===== config.mk =====
export PLATFORM = sky130hd
export DESIGN_NAME = music_note_sequencer
export DESIGN_NICKNAME = d
export VERILOG_FILES = /design/src/rtl/music_note_sequencer.sv
export SDC_FILE = /design/constraint.sdc
export NUM_CORES = 1
export LEC_CHECK = 0
export CORE_ASPECT_RATIO = 1.5
export CORE_MARGIN = 2
export CORE_UTILIZATION = 37
export CTS_CLUSTER_DIAMETER = 120
export DETAILED_ROUTE_END_ITERATION = 6
export SLEW_MARGIN = 5
export SYNTH_ARGS = -nofsm -noshare
export SYNTH_HDL_FRONTEND = slang
export SYNTH_SLANG_ARGS = --single-unit

===== constraint.sdc =====
create_clock -name clk -period 4.4 [get_ports clk]
set_input_delay 0.66 -clock clk [delete_from_list [all_inputs] [get_ports clk]]
set_output_delay 0.66 -clock clk [all_outputs]
set_load 0.01 [all_outputs]

===== src/rtl/music_note_sequencer.sv =====
// music_note_sequencer
// Steps through a 16-step note pattern, advancing one step every FRAMES_PER_STEP
// frames, and presents a note half-period, a decaying envelope and a gate flag
// to the downstream per-line square-wave oscillator.
//
// Ports:
//   clk            pixel clock
//   reset          asynchronous, active-high reset
//   frame_tick     one-cycle pulse per frame
//   enable         play when high, pause when low
//   restart        one-cycle synchronous rewind to step 0 (IDLE)
//   pattern_select pattern ROM 0/1, sampled only when a step is loaded
//   note_period    half-period in scanlines, 0 = rest
//   envelope       current envelope level
//   gate           high while a note is sounding
//   step_index     step currently presented
//   part           toggles on every 15->0 pattern wrap
module music_note_sequencer #(
    parameter int unsigned FRAMES_PER_STEP = 4,
    parameter int unsigned DECAY_STEP      = 8,
    parameter int unsigned ENV_MAX         = 31
) (
    input  logic       clk,
    input  logic       reset,
    input  logic       frame_tick,
    input  logic       enable,
    input  logic       restart,
    input  logic       pattern_select,
    output logic [7:0] note_period,
    output logic [4:0] envelope,
    output logic       gate,
    output logic [3:0] step_index,
    output logic       part
);

    localparam int unsigned NOTE_W = 8;
    localparam int unsigned ENV_W  = 5;
    localparam int unsigned STEP_W = 4;
    localparam int unsigned CNT_W  = 4;

    localparam logic [1:0] S_IDLE  = 2'd0;
    localparam logic [1:0] S_PLAY  = 2'd1;
    localparam logic [1:0] S_PAUSE = 2'd2;

    logic [1:0]        r_state;
    logic [NOTE_W-1:0] r_note;
    logic [ENV_W-1:0]  r_env;
    logic              r_gate;
    logic [STEP_W-1:0] r_step;
    logic              r_part;
    logic [CNT_W-1:0]  r_frame_cnt;

    logic [1:0]        w_state_nxt;
    logic [NOTE_W-1:0] w_note_nxt;
    logic [ENV_W-1:0]  w_env_nxt;
    logic              w_gate_nxt;
    logic [STEP_W-1:0] w_step_nxt;
    logic              w_part_nxt;
    logic [CNT_W-1:0]  w_cnt_nxt;

    logic [ENV_W:0]    w_env_diff;
    logic [ENV_W-1:0]  w_env_dec;
    logic [STEP_W-1:0] w_step_inc;
    logic [NOTE_W-1:0] w_load_note;

    // Pattern ROMs: 16 notes each, 0 = rest
    function automatic logic [NOTE_W-1:0] f_rom(input logic sel, input logic [STEP_W-1:0] idx);
        logic [NOTE_W-1:0] v;
        v = 8'd0;
        if (!sel) begin
            case (idx)
                4'd0:  v = 8'd25;  4'd1:  v = 8'd0;   4'd2:  v = 8'd25;  4'd3:  v = 8'd25;
                4'd4:  v = 8'd24;  4'd5:  v = 8'd0;   4'd6:  v = 8'd25;  4'd7:  v = 8'd28;
                4'd8:  v = 8'd25;  4'd9:  v = 8'd25;  4'd10: v = 8'd25;  4'd11: v = 8'd25;
                4'd12: v = 8'd24;  4'd13: v = 8'd0;   4'd14: v = 8'd25;  default: v = 8'd28;
            endcase
        end else begin
            case (idx)
                4'd0:  v = 8'd30;  4'd1:  v = 8'd0;   4'd2:  v = 8'd30;  4'd3:  v = 8'd27;
                4'd4:  v = 8'd24;  4'd5:  v = 8'd0;   4'd6:  v = 8'd24;  4'd7:  v = 8'd27;
                4'd8:  v = 8'd30;  4'd9:  v = 8'd30;  4'd10: v = 8'd27;  4'd11: v = 8'd27;
                4'd12: v = 8'd24;  4'd13: v = 8'd0;   4'd14: v = 8'd0;   default: v = 8'd0;
            endcase
        end
        return v;
    endfunction

    // Saturating decay: the borrow bit of the 6-bit difference flags underflow
    assign w_env_diff = {1'b0, r_env} - (ENV_W + 1)'(DECAY_STEP);
    assign w_env_dec  = w_env_diff[ENV_W] ? '0 : w_env_diff[ENV_W-1:0];
    assign w_step_inc = r_step + 4'd1;

    // Note for a step load: step 0 from IDLE, otherwise the following step
    assign w_load_note = f_rom(pattern_select, (r_state == S_IDLE) ? 4'd0 : w_step_inc);

    // Next-state and next-output logic
    always_comb begin
        w_state_nxt = r_state;
        w_note_nxt  = r_note;
        w_env_nxt   = r_env;
        w_step_nxt  = r_step;
        w_part_nxt  = r_part;
        w_cnt_nxt   = r_frame_cnt;
        w_gate_nxt  = 1'b0;

        if (restart) begin
            w_state_nxt = S_IDLE;
            w_note_nxt  = '0;
            w_env_nxt   = '0;
            w_step_nxt  = '0;
            w_part_nxt  = 1'b0;
            w_cnt_nxt   = '0;
        end else begin
            case (r_state)
                S_IDLE: begin
                    if (frame_tick && enable) begin
                        w_state_nxt = S_PLAY;
                        w_note_nxt  = w_load_note;
                        w_env_nxt   = (w_load_note != 8'd0) ? ENV_W'(ENV_MAX) : '0;
                        w_step_nxt  = '0;
                        w_cnt_nxt   = '0;
                    end
                end
                S_PLAY: begin
                    if (!enable) begin
                        w_state_nxt = S_PAUSE;
                    end else if (frame_tick) begin
                        if (r_frame_cnt < CNT_W'(FRAMES_PER_STEP - 1)) begin
                            w_cnt_nxt = r_frame_cnt + 4'd1;
                            w_env_nxt = w_env_dec;
                        end else begin
                            w_cnt_nxt  = '0;
                            w_step_nxt = w_step_inc;
                            w_part_nxt = (r_step == 4'd15) ? ~r_part : r_part;
                            w_note_nxt = w_load_note;
                            w_env_nxt  = (w_load_note != 8'd0) ? ENV_W'(ENV_MAX) : '0;
                        end
                    end
                end
                S_PAUSE: begin
                    if (enable) begin
                        w_state_nxt = S_PLAY;
                    end
                end
                default: begin
                    w_state_nxt = S_IDLE;
                end
            endcase
        end

        // Gate reflects the values being registered this cycle
        w_gate_nxt = (w_state_nxt == S_PLAY) && enable && !restart &&
                     (w_note_nxt != 8'd0) && (w_env_nxt != 5'd0);
    end

    // State and output registers
    always_ff @(posedge clk or posedge reset) begin
        if (reset) begin
            r_state     <= S_IDLE;
            r_note      <= '0;
            r_env       <= '0;
            r_gate      <= 1'b0;
            r_step      <= '0;
            r_part      <= 1'b0;
            r_frame_cnt <= '0;
        end else begin
            r_state     <= w_state_nxt;
            r_note      <= w_note_nxt;
            r_env       <= w_env_nxt;
            r_gate      <= w_gate_nxt;
            r_step      <= w_step_nxt;
            r_part      <= w_part_nxt;
            r_frame_cnt <= w_cnt_nxt;
        end
    end

    assign note_period = r_note;
    assign envelope    = r_env;
    assign gate        = r_gate;
    assign step_index  = r_step;
    assign part        = r_part;

endmodule


# After elaboration in Yosys (flattened, before gate mapping)
# Memory sizes are Yosys's and may differ from the RTL's.
# Cells that the tools add are included.
[classes] n_reduce_logical=18 eq_ne=9 bitwise_logic=1 n_addsub=3 order_cmp=1 n_mux=38
[op_table] cell="$mux 8" n=6
[op_table] cell="$mux 4" n=10
[op_table] cell="$mux 5" n=7
[op_table] cell="$pmux 4 s2" n=2
[op_table] cell="$pmux 8 s2" n=1
[op_table] cell="$reduce_bool 8->1" n=2
[op_table] cell="$pmux 5 s2" n=1
[op_table] cell="$reduce_and 5->1" n=2
[op_table] cell="$ne 3x3->1 const B" n=3
[op_table] cell="$add 4x1->4 const B" n=2
[op_table] cell="$mux 2" n=4
[op_table] cell="$reduce_bool 2->1" n=4
[op_table] cell="$mux 1" n=6
[op_table] cell="$pmux 2 s3" n=1
[op_table] cell="$sub 5x4->6 const B" n=1
[op_table] cell="$logic_and 1x1->1" n=5
[op_table] cell="$reduce_bool 5->1" n=1
[op_table] cell="$eq 2x1->1 const B" n=2
[op_table] cell="$eq 4x4->1 const B" n=1
[op_table] cell="$lt 4x2->1 const B" n=1
[op_table] cell="$reduce_and 4->1" n=1
[op_table] cell="$ne 3x2->1 const B" n=1
[op_table] cell="$reduce_bool 3->1" n=1
[op_table] cell="$eq 2x2->1 const B" n=1
[op_table] cell="other kinds (4)" n=4
[totals] romBits=144 ff_bits=25 elab_cells=79 n_memories=2
[mem_list] name="(no name shown)" words=16 width=5 rd=1 rd_ports_with_merged_regs=0 write_ports=0 line_no="78" text="case (idx)"
[mem_list] name="(no name shown)" words=16 width=4 rd=1 rd_ports_with_merged_regs=0 write_ports=0 line_no="71" text="case (idx)"

# Logic depth before layout (Yosys ltp)
# Gate-level depths: netlist of the first run.
# An unclocked memory read counts as a cell.
[depth] ltp_word=13 mapped_depth=8 ltp_nobuf=7

# Worst setup path after synthesis of the first run
# Ideal clock, no wire load.
[synth_path] path_type="reg-to-reg" startpoint="register r_step[1], in the netlist step_index[1]" endpoint="register r_gate, in the netlist gate" stages_incl_launch_ff=9 setup_slack_ns=2.168 arrival_ns=2.091 n_path_buf=1 setup_time_ns=0.140 cell_sequence="dfrtp_1 ha_1 buf_4 nor3_1 o21ai_0 a21o_1 a211o_1 a311oi_1 a221oi_2"
[synth_via] elab_chain_len=13 word_cells_on_any_way=23
[synth_rtl] item="start, declared" line_no="49" text="logic [STEP_W-1:0] r_step;"
[synth_rtl] item="start signal, assigned" line_no="171" text="r_step <= w_step_nxt;"
[synth_rtl] item="$add 4x1->4 *" line_no="91" text="assign w_step_inc = r_step + 4'd1;"
[synth_rtl] item="$mux 4 *" line_no="94" text="assign w_load_note = f_rom(pattern_select, (r_state == S_IDLE) ? 4'd0 : w_step_inc);"
[synth_rtl] item="$mem_v2 16x4 or $mem_v2 16x5 (tied branches)"
[synth_rtl] item="$mux 8 *" line_no="70" text="if (!sel) begin"
[synth_rtl] item="$reduce_bool 8->1" line_no="119, 136"
[synth_rtl] item="$mux 5" line_no="119, 136"
[synth_rtl] item="$mux 5" line_no="128" text="if (r_frame_cnt < CNT_W'(FRAMES_PER_STEP - 1)) begin"
[synth_rtl] item="$mux 5" line_no="127" text="end else if (frame_tick) begin"
[synth_rtl] item="$mux 5" line_no="125" text="if (!enable) begin"
[synth_rtl] item="$pmux 5 s2" line_no="114" text="case (r_state)"
[synth_rtl] item="$mux 5" line_no="106" text="if (restart) begin"
[synth_rtl] item="$reduce_bool 5->1" line_no="153" text="(w_note_nxt != 8'd0) && (w_env_nxt != 5'd0);"
[synth_rtl] item="$logic_and 1x1->1 *" line_no="153"
[synth_rtl] item="named net w_gate_nxt" line_no="56" text="logic w_gate_nxt;"
[synth_rtl] item="end signal, assigned" line_no="170" text="r_gate <= w_gate_nxt;"
[synth_rtl] item="end, declared" line_no="48" text="logic r_gate;"
# The timed path passes the listed nets; every way through them passes the cells marked *.
# A chain may end at the register's enable or synchronous reset.

# Worst setup path after layout of the first run
[layout_path] startpoint="input port enable" endpoint="register r_gate, in the netlist gate"
[layout_via] elab_chain_len=9 word_cells_on_any_way=21
[layout_rtl] item="start, declared" line_no="26" text="input logic enable,"
[layout_rtl] item="$logic_and 1x1->1" line_no="116" text="if (frame_tick && enable) begin"
[layout_rtl] item="$mux 2" line_no="116"
[layout_rtl] item="$pmux 2 s3" line_no="114"
[layout_rtl] item="$mux 2" line_no="106"
[layout_rtl] item="$eq 2x1->1" line_no="152" text="w_gate_nxt = (w_state_nxt == S_PLAY) && enable && !restart &&"
[layout_rtl] item="$logic_and 1x1->1 (3 in series)" line_no="152"
[layout_rtl] item="$logic_and 1x1->1 *" line_no="153"
[layout_rtl] item="named net w_gate_nxt" line_no="56"
# Marked as above.

==> flow_summary.toml, run 1 <==
[status]
status = "complete, no violations"

[drt]
drtIter0Drc = 44
postRouteWirelength_um = 3550
vias = 1277
drcViolationCount = 0
ant_nets = 0
wl_per_cell_um = 15.71
vias_per_cell = 5.650
dr.pass1.iters = 4

[floorplan]
fp.dieW_um = 56.30
rows = 28
pin_count = 25
core_region_area_um2 = 3959
die_area_um2 = 4641
die_h_um = 82.44
start_util = 0.3834

[grt]
grt_pass1_wl_um = 6085
first_global_vias = 1274
track_usage = 0.1651
grt_max_degree = 26
overflow = 0
antenna_found_initial = 0

[clock_tree]
h-tree-depth = 1
hold_buffers = 0
numCtsBuffers = 3
cts.clk_slew.worst_paths_ns = 0.09
cts.sinks = 25
cts_max_path_buffers = 2
cts.repair.resized = 0
clkLatencyLatePin_ns = 0.27
tritoncts = "yes"
cts_root_buffer = "clkbuf_8"
post_cts_buffers = 0

[yosys]
synth-simple-area-share = 0.2457
synth_seq_area_share = 0.4122
synth_cell_types = 49
avgSynthCellArea_um2 = 9.369
synth.area.mux_share = 0.006595
synth_nets = 170
synthXorXnorAreaFrac = 0.03380
ys_seq_elements = 25
synth_area_um2 = 1518
synthFlopType = "dfrtp_1"
yosys.area_share.adder = 0.01649
async_reset_ff_frac = 1.000
syn_inst = 162
synth-compound-area-share = 0.2102
synth_edf_count = 0
synth_top_family_by_area = "simple AND/OR/NAND/NOR gates"
yosys_warnings = 0

[final_layout]
area_growth_pct = 16.49
final_util = 0.4466
final_nets = 190
antenna_cells = 0
drive_gt1_frac = 0.09392
num-fill-cells = 404
mostFrequentLayoutCells = "nor2_1 (25), dfrtp_1 (25), clkdlybuf4s50_1 (24)"
fin_cells = 226

[sta]
tightest_slew_ns = 0.9495
maxSlewViolCount = 0
final_hold_viol_count = 0
rsz0062_at_grt = "no"
finalSetupViolCount = 0
period_needed_ns = 2.624
max_clock_freq_ghz = 0.3810
setup_tns_ns = 0
min_period_over_period = 0.5964
fin_skew_ns = 0.001165
slew_headroom = 0.3663

[placed_design]
post-dp-hpwl_um = 2582
place.port_buffers = 24
routabilityCongestion = 0.8175
dpl.cell_count = 222

[power_and_ir_drop]
switching_share = 0.2693
clockPowerShare = 0.298
p_comb_frac = 0.169
internal-power_w = 0.0003383
ir_drop_v = 0.0002219
leakagePower_nw = 0.7681
pwr-share-seq = 0.533
p_sw_w = 0.0001247
power.density_nw_per_um2 = 261.9

[setup_path]
crit_path_end_kind = "flop"
cp-start-kind = "input pin"
arrival_ns = 2.76
worstRegToRegCells = 7
critPathRequiredTime_ns = 4.53
cp_max_fo = 11
reg2reg_slack_ns = 1.89
critPathKind = "in2reg"

[worst_hold_path]
worstHoldPathType = "reg2reg"
hold-path-cell-count = 1

[flow_run]
cap_violations = 0
## flip-flops by register name (all words and copies together) (netlist names)
signal       flops
gate             1
r_state          2
r_frame_cnt      4
step_index       4
note_period      8
part             1
envelope         5
## layout make-up
| class | count | area [µm²] | share of cell area |
|---|---|---|---|
| multi-input combinational | 122 | 778.2 | 0.4402 |
| sequential | 25 | 625.6 | 0.3539 |
| tap | 45 | 56.30 | 0.03185 |
| clock buffer | 4 | 45.04 | 0.02548 |
| inverter | 6 | 22.52 | 0.01274 |
| timing repair buffer | 24 | 240.2 | 0.1359 |
## logic make-up after synthesis
logic type | Yosys count
compound gates | 45
fa+ha+maj | 2
simple gates | 69
mux | 1
xor+xnor | 5
flops | 25
buf+inv | 15
## path summary, 6_finish.rpt
path,from,endpoint
worst max-delay path,enable,gate
worst min-delay path,note_period[5],note_period[5]
worst max register to register,step_index[0],gate
worst min register to register,note_period[5],note_period[5]
max in group asynchronous,reset,r_frame_cnt[2]
min in group asynchronous,reset,note_period[4]
## cell usage after synthesis (all sizes together), types with 2 or more instances
| library cell | n | area [µm²] |
|---|---|---|
| nor3 | 5 | 36.29 |
| and4b | 2 | 21.27 |
| inv | 6 | 22.52 |
| and3 | 4 | 25.02 |
| or3 | 3 | 21.27 |
| and2 | 3 | 18.77 |
| o211ai | 2 | 20.02 |
| a2111oi | 2 | 23.77 |
| buf | 6 | 60.05 |
| a211oi | 3 | 22.52 |
| a21oi | 12 | 63.81 |
| or2 | 2 | 12.51 |
| o21ai | 9 | 45.04 |
| clkbuf | 3 | 31.28 |
| a311oi | 2 | 17.52 |
| nand2 | 13 | 48.80 |
| a21o | 4 | 30.03 |
| nor2 | 25 | 93.84 |
| nand3b | 3 | 35.03 |
| dfrtp | 25 | 625.6 |
| nand2b | 2 | 12.51 |
| xnor2 | 4 | 35.03 |
| nand3 | 4 | 20.02 |
| ha | 2 | 25.02 |
## power by group through the flow
| stage | Sequential, W | Combinational (W) | Clock (W) |
|---|---|---|---|
| after floorplan | 0.000251 | 0.0000506 | 0 |
| after detailed placement | 0.000251 | 0.0000778 | 0 |
| final | 0.000247 | 0.0000782 | 0.000138 |
| after global placement | 0.000251 | 0.0000782 | 0 |
| after CTS | 0.000247 | 0.0000786 | 0.000145 |
| after global routing | 0.000248 | 0.0000868 | 0.000151 |
## layer usage
| metal | vias to the layer above | part of all wire | global-route usage |
|---|---|---|---|
| li1 | 613 | - | - |
| met1 | 621 | 0.42 | 0.2049 |
| met2 | 34 | 0.52 | 0.2929 |
| met3 | 9 | 0.035 | 0.02336 |
| met4 | 0 | 0.024 | 0.05952 |
| met5 | - | 0 | 0 |
## stage by stage
| step | worst slack, ns | hold slack, ns | cell area (µm²) | total power, W |
|---|---|---|---|---|
| after detailed placement | 1.492 | 0.5025 | 1723 | 0.0003289 |
| final | 1.776 | 0.5257 | 1768 | 0.0004629 |
| after CTS | 1.777 | 0.5248 | 1768 | 0.0004700 |
| after global routing | 1.550 | 0.5489 | 1768 | 0.0004858 |
| after global placement | 1.469 | 0.4960 | 1723 | 0.0003289 |
| after floorplan | 2.168 | 0.5072 | 1518 | 0.0003016 |
## worst max-delay path: stages
cell	delay, ns
clkdlybuf4s50_1	0.58
nand3b_4	0.16
a21oi_2	0.42
nor2_1	0.26
o31a_1	0.20
a2111oi_2	0.38
a221oi_2	0.10
Power figures use the tool's default switching activity.
==> run 2, diff against run 1 <==
clock period = 2.7 ns   (was 4.4 ns; I/O delays follow)
==> flow_summary.toml, run 2 (synthesis results as in run 1) <==
[sta]
setup_tns_ns = 0
finalSetupViolCount = 0
tightest_slew_ns = 0.4633
min_period_over_period = 0.8683
fin_ws_ns = 0.3556
fin_skew_ns = 0.001962
rsz0062_at_grt = "no"
worst_hold_slack_ns = 0.4755
final_hold_viol_count = 0
period_needed_ns = 2.344
max_clock_freq_ghz = 0.4265
maxSlewViolCount = 0
slew_headroom = 0.6911

[drt]
dr.pass1.iters = 4
drtIter0Drc = 52
wl_per_cell_um = 15.26
ant_nets = 0
top_layer = "met4"
wl_met2_um = 1859
drcViolationCount = 0
wl_met3_um = 89
vias_per_cell = 5.530
met1_length_um = 1490
vias = 1283
postRouteWirelength_um = 3540

[final_layout]
area_growth_pct = 19.46
final_nets = 196
drive_gt1_frac = 0.1230
antenna_cells = 0
mostFrequentLayoutCells = "nor2_1 (25), dfrtp_1 (25), clkdlybuf4s50_1 (24)"
largest_reg_flops = 8

[clock_tree]
cts.clk_slew.worst_paths_ns = 0.08
cts_max_path_buffers = 2
cts.repair.resized = 0
cts_root_buffer = "clkbuf_8"
tritoncts = "yes"
clkLatencyLatePin_ns = 0.27
post_cts_buffers = 0
h-tree-depth = 1
numCtsBuffers = 3
cts.sinks = 25
hold_buffers = 0

[setup_path]
path_delay_family = "compound AO/OA/AOI/OAI gates"
crit_buf_inv = 0
crit_path_end_kind = "flop"
cpPeakStageDelay_ns = 0.45
path_cells = "ha_1 -> nor3_1 -> nor2_1 -> a211oi_1 -> a21oi_1 -> a311oi_1 -> a221oi_2"
cp_slowest_cell = "dfrtp_1"
arrival_ns = 2.49
critPathRequiredTime_ns = 2.84
critPathKind = "reg2reg"
cp-start-kind = "flop"
cp_max_fo = 7

[floorplan]
fp.dieW_um = 56.30
die_h_um = 82.44
pin_count = 25
core_region_area_um2 = 3959
rows = 28
start_util = 0.3834
die_area_um2 = 4641

[grt]
first_global_vias = 1327
grt_max_degree = 26
overflow = 0
track_usage = 0.1701
antenna_found_initial = 0
grt_pass1_wl_um = 6168

[placed_design]
dp_worst_setup_slack_ns = 0.1930
routabilityCongestion = 0.8999
post-dp-hpwl_um = 2609
place.port_buffers = 24

[worst_hold_path]
worstHoldPathType = "in2async"

[flow_run]
cap_violations = 0

[status]
status = "complete, no violations"

[power_and_ir_drop]
ir_drop_v = 0.0003176
leakagePower_nw = 0.7986
power.density_nw_per_um2 = 421.4
## run 2: power by group
part,total [W],internal [W],switching [W]
Combinational,0.000138,0.0000644,0.0000732
Sequential,0.000400,0.000387,0.0000130
Clock,0.000226,0.000106,0.000120
Total,0.000764,0.000557,0.000207
## run 2: worst paths after layout
path	start	endpoint	slack [ns]	depth (start not counted)
max reg2reg	step_index[1]	gate	0.36	7
min in group clk	note_period[5]	note_period[5]	0.54	1
max in group asynchronous	reset	r_state[1]	1.98	3
min reg2reg	note_period[5]	note_period[5]	0.54	1
max	step_index[1]	gate	0.36	7
min	reset	note_period[3]	0.48	3
## run 2: tightest hold or removal path, cell delays in order
cell	delay, ns
clkdlybuf4s50_1	0.39
inv_1	0.05
buf_4	0.31
## run 2: cell type report
cell class,count,area (µm²)
timing repair buffer,30,285.3
tap,45,56.30
fill,389,2146
clock buffer,4,45.04
inverter,6,22.52
multi-input combinational,122,778.2
sequential,25,625.6
## run 2: metrics by stage
step | power, W | cell area [µm²] | util | std cells
global route | 0.0008060 | 1813 | 0.4580 | 232
finish | 0.0007640 | 1813 | 0.4580 | 232
detailed placement | 0.0005447 | 1768 | 0.4466 | 228
CTS | 0.0007726 | 1813 | 0.4580 | 232
floorplan | 0.0004915 | 1518 | - | 162
global placement | 0.0005437 | 1768 | 0.4466 | 228
## run 2: routing by layer
metal,global-route usage,vias to the layer above
met3,0.01713,11
met5,0,-
met4,0.07857,0
met2,0.3118,31
met1,0.2002,616
li1,-,625
==> run 3, diff against run 2 <==
CTS_BUF_LIST = sky130_fd_sc_hd__clkbuf_4 sky130_fd_sc_hd__clkbuf_8 sky130_fd_sc_hd__clkbuf_16   (was unset)
==> flow_summary.toml, run 3 (synthesis results as in run 1) <==
[clock_tree]
clkLatencyLatePin_ns = 0.27
hold_buffers = 0
cts.sinks = 25
post_cts_buffers = 0
cts_max_path_buffers = 2
numCtsBuffers = 3
cts_root_buffer = "clkbuf_8"
tritoncts = "yes"
h-tree-depth = 1
cts.repair.resized = 0
cts.clk_slew.worst_paths_ns = 0.08

[drt]
dr.pass1.iters = 5
ant_nets = 0
drtIter0Drc = 67
postRouteWirelength_um = 3550
vias_per_cell = 5.487
vias = 1273
wl_per_cell_um = 15.30
drcViolationCount = 0

[floorplan]
die_h_um = 82.44
rows = 28
fp.dieW_um = 56.30
die_area_um2 = 4641
pin_count = 25
core_region_area_um2 = 3959
start_util = 0.3834

[setup_path]
cp-start-kind = "flop"
crit_buf_inv = 0
cp_max_fo = 7
cp_slowest_cell = "dfrtp_1"
path_cells = "ha_1 -> nor3_1 -> nor2_1 -> a211oi_1 -> a21oi_1 -> a311oi_1 -> a221oi_2"
critPathKind = "reg2reg"
arrival_ns = 2.49
crit_path_end_kind = "flop"
critPathRequiredTime_ns = 2.85
path_delay_family = "compound AO/OA/AOI/OAI gates"
cpPeakStageDelay_ns = 0.46

[final_layout]
fin_area_um2 = 1817
drive_gt1_frac = 0.1283
largest_reg_flops = 8
register_area_um2 = 625.6
final_nets = 196
area_growth_pct = 19.70
multi_input_area_um2 = 778.2
num-fill-cells = 389
mostFrequentLayoutCells = "nor2_1 (25), dfrtp_1 (25), clkdlybuf4s50_1 (24)"
final_util = 0.4589
antenna_cells = 0

[sta]
setup_tns_ns = 0
tightest_slew_ns = 0.4659
final_hold_viol_count = 0
fin_skew_ns = 0.003632
fin_ws_ns = 0.3529
period_needed_ns = 2.347
slew_headroom = 0.6894
min_period_over_period = 0.8693
rsz0062_at_grt = "no"
max_clock_freq_ghz = 0.4261
maxSlewViolCount = 0
finalSetupViolCount = 0

[grt]
grt_pass1_wl_um = 6189
overflow = 0
antenna_found_initial = 0
track_usage = 0.1704
first_global_vias = 1319
grt_max_degree = 26

[placed_design]
dp_worst_setup_slack_ns = 0.1930
place.port_buffers = 24
routabilityCongestion = 0.8999
post-dp-hpwl_um = 2609
dpl_cell_area_um2 = 1768

[power_and_ir_drop]
leakagePower_nw = 0.8020
power.density_nw_per_um2 = 425.2
ir_drop_v = 0.0003121
power_w = 0.0007724

[status]
status = "complete, no violations"

[worst_hold_path]
worstHoldPathType = "in2async"

[flow_run]
cap_violations = 0
## run 3: changes by cell type in the layout (fill, tap and decap cells not counted)
cell,previous run,this run
clkbuf_1,1,0
clkbuf_4,0,1
## run 3: area by class of cell
cell class / instances / area share
timing repair buffer: 30 / 0.1570
inverter: 6 / 0.01240
multi-input combinational: 122 / 0.4284
tap: 45 / 0.03099
sequential: 25 / 0.3444
clock buffer: 4 / 0.02686
## run 3: power breakdown
group	total, W	internal, W	leakage (nW)	switching (W)
combinational	0.000138	0.0000644	0.434	0.0000732
sequential	0.000400	0.000387	0.342	0.0000129
clock	0.000235	0.000116	0.0262	0.000119
## run 3: worst register-to-register path, cell delays in order (launching register included)
cell      delay [ns]
dfrtp_1         0.46
ha_1            0.32
nor3_1          0.32
nor2_1          0.10
a211oi_1        0.38
a21oi_1         0.14
a311oi_1        0.37
a221oi_2        0.12
## run 3: stage by stage
stage | instances | hold WS (ns)
finish | 232 | 0.4772
detailed placement | 228 | 0.5215
CTS | 232 | 0.4920
global placement | 228 | 0.4994
global route | 232 | 0.5264
floorplan | 162 | 0.4323
## run 3: path summary, 6_finish.rpt
kind | from | to | slack, ns | depth (start not counted)
worst max-delay path | step_index[1] | gate | 0.35 | 7
worst min-delay path | reset | note_period[3] | 0.48 | 3
worst max register to register | step_index[1] | gate | 0.35 | 7
worst min register to register | note_period[5] | note_period[5] | 0.54 | 1
max in group asynchronous | reset | r_state[1] | 1.97 | 3
min in group clk | note_period[5] | note_period[5] | 0.54 | 1
## run 3: metal layers
layer | up-vias | GRT usage | routed length (µm)
li1 | 622 | - | -
met1 | 612 | 0.2032 | 1496
met2 | 28 | 0.3094 | 1862
met3 | 11 | 0.01713 | 100
met4 | 0 | 0.07857 | 90
met5 | - | 0 | 0
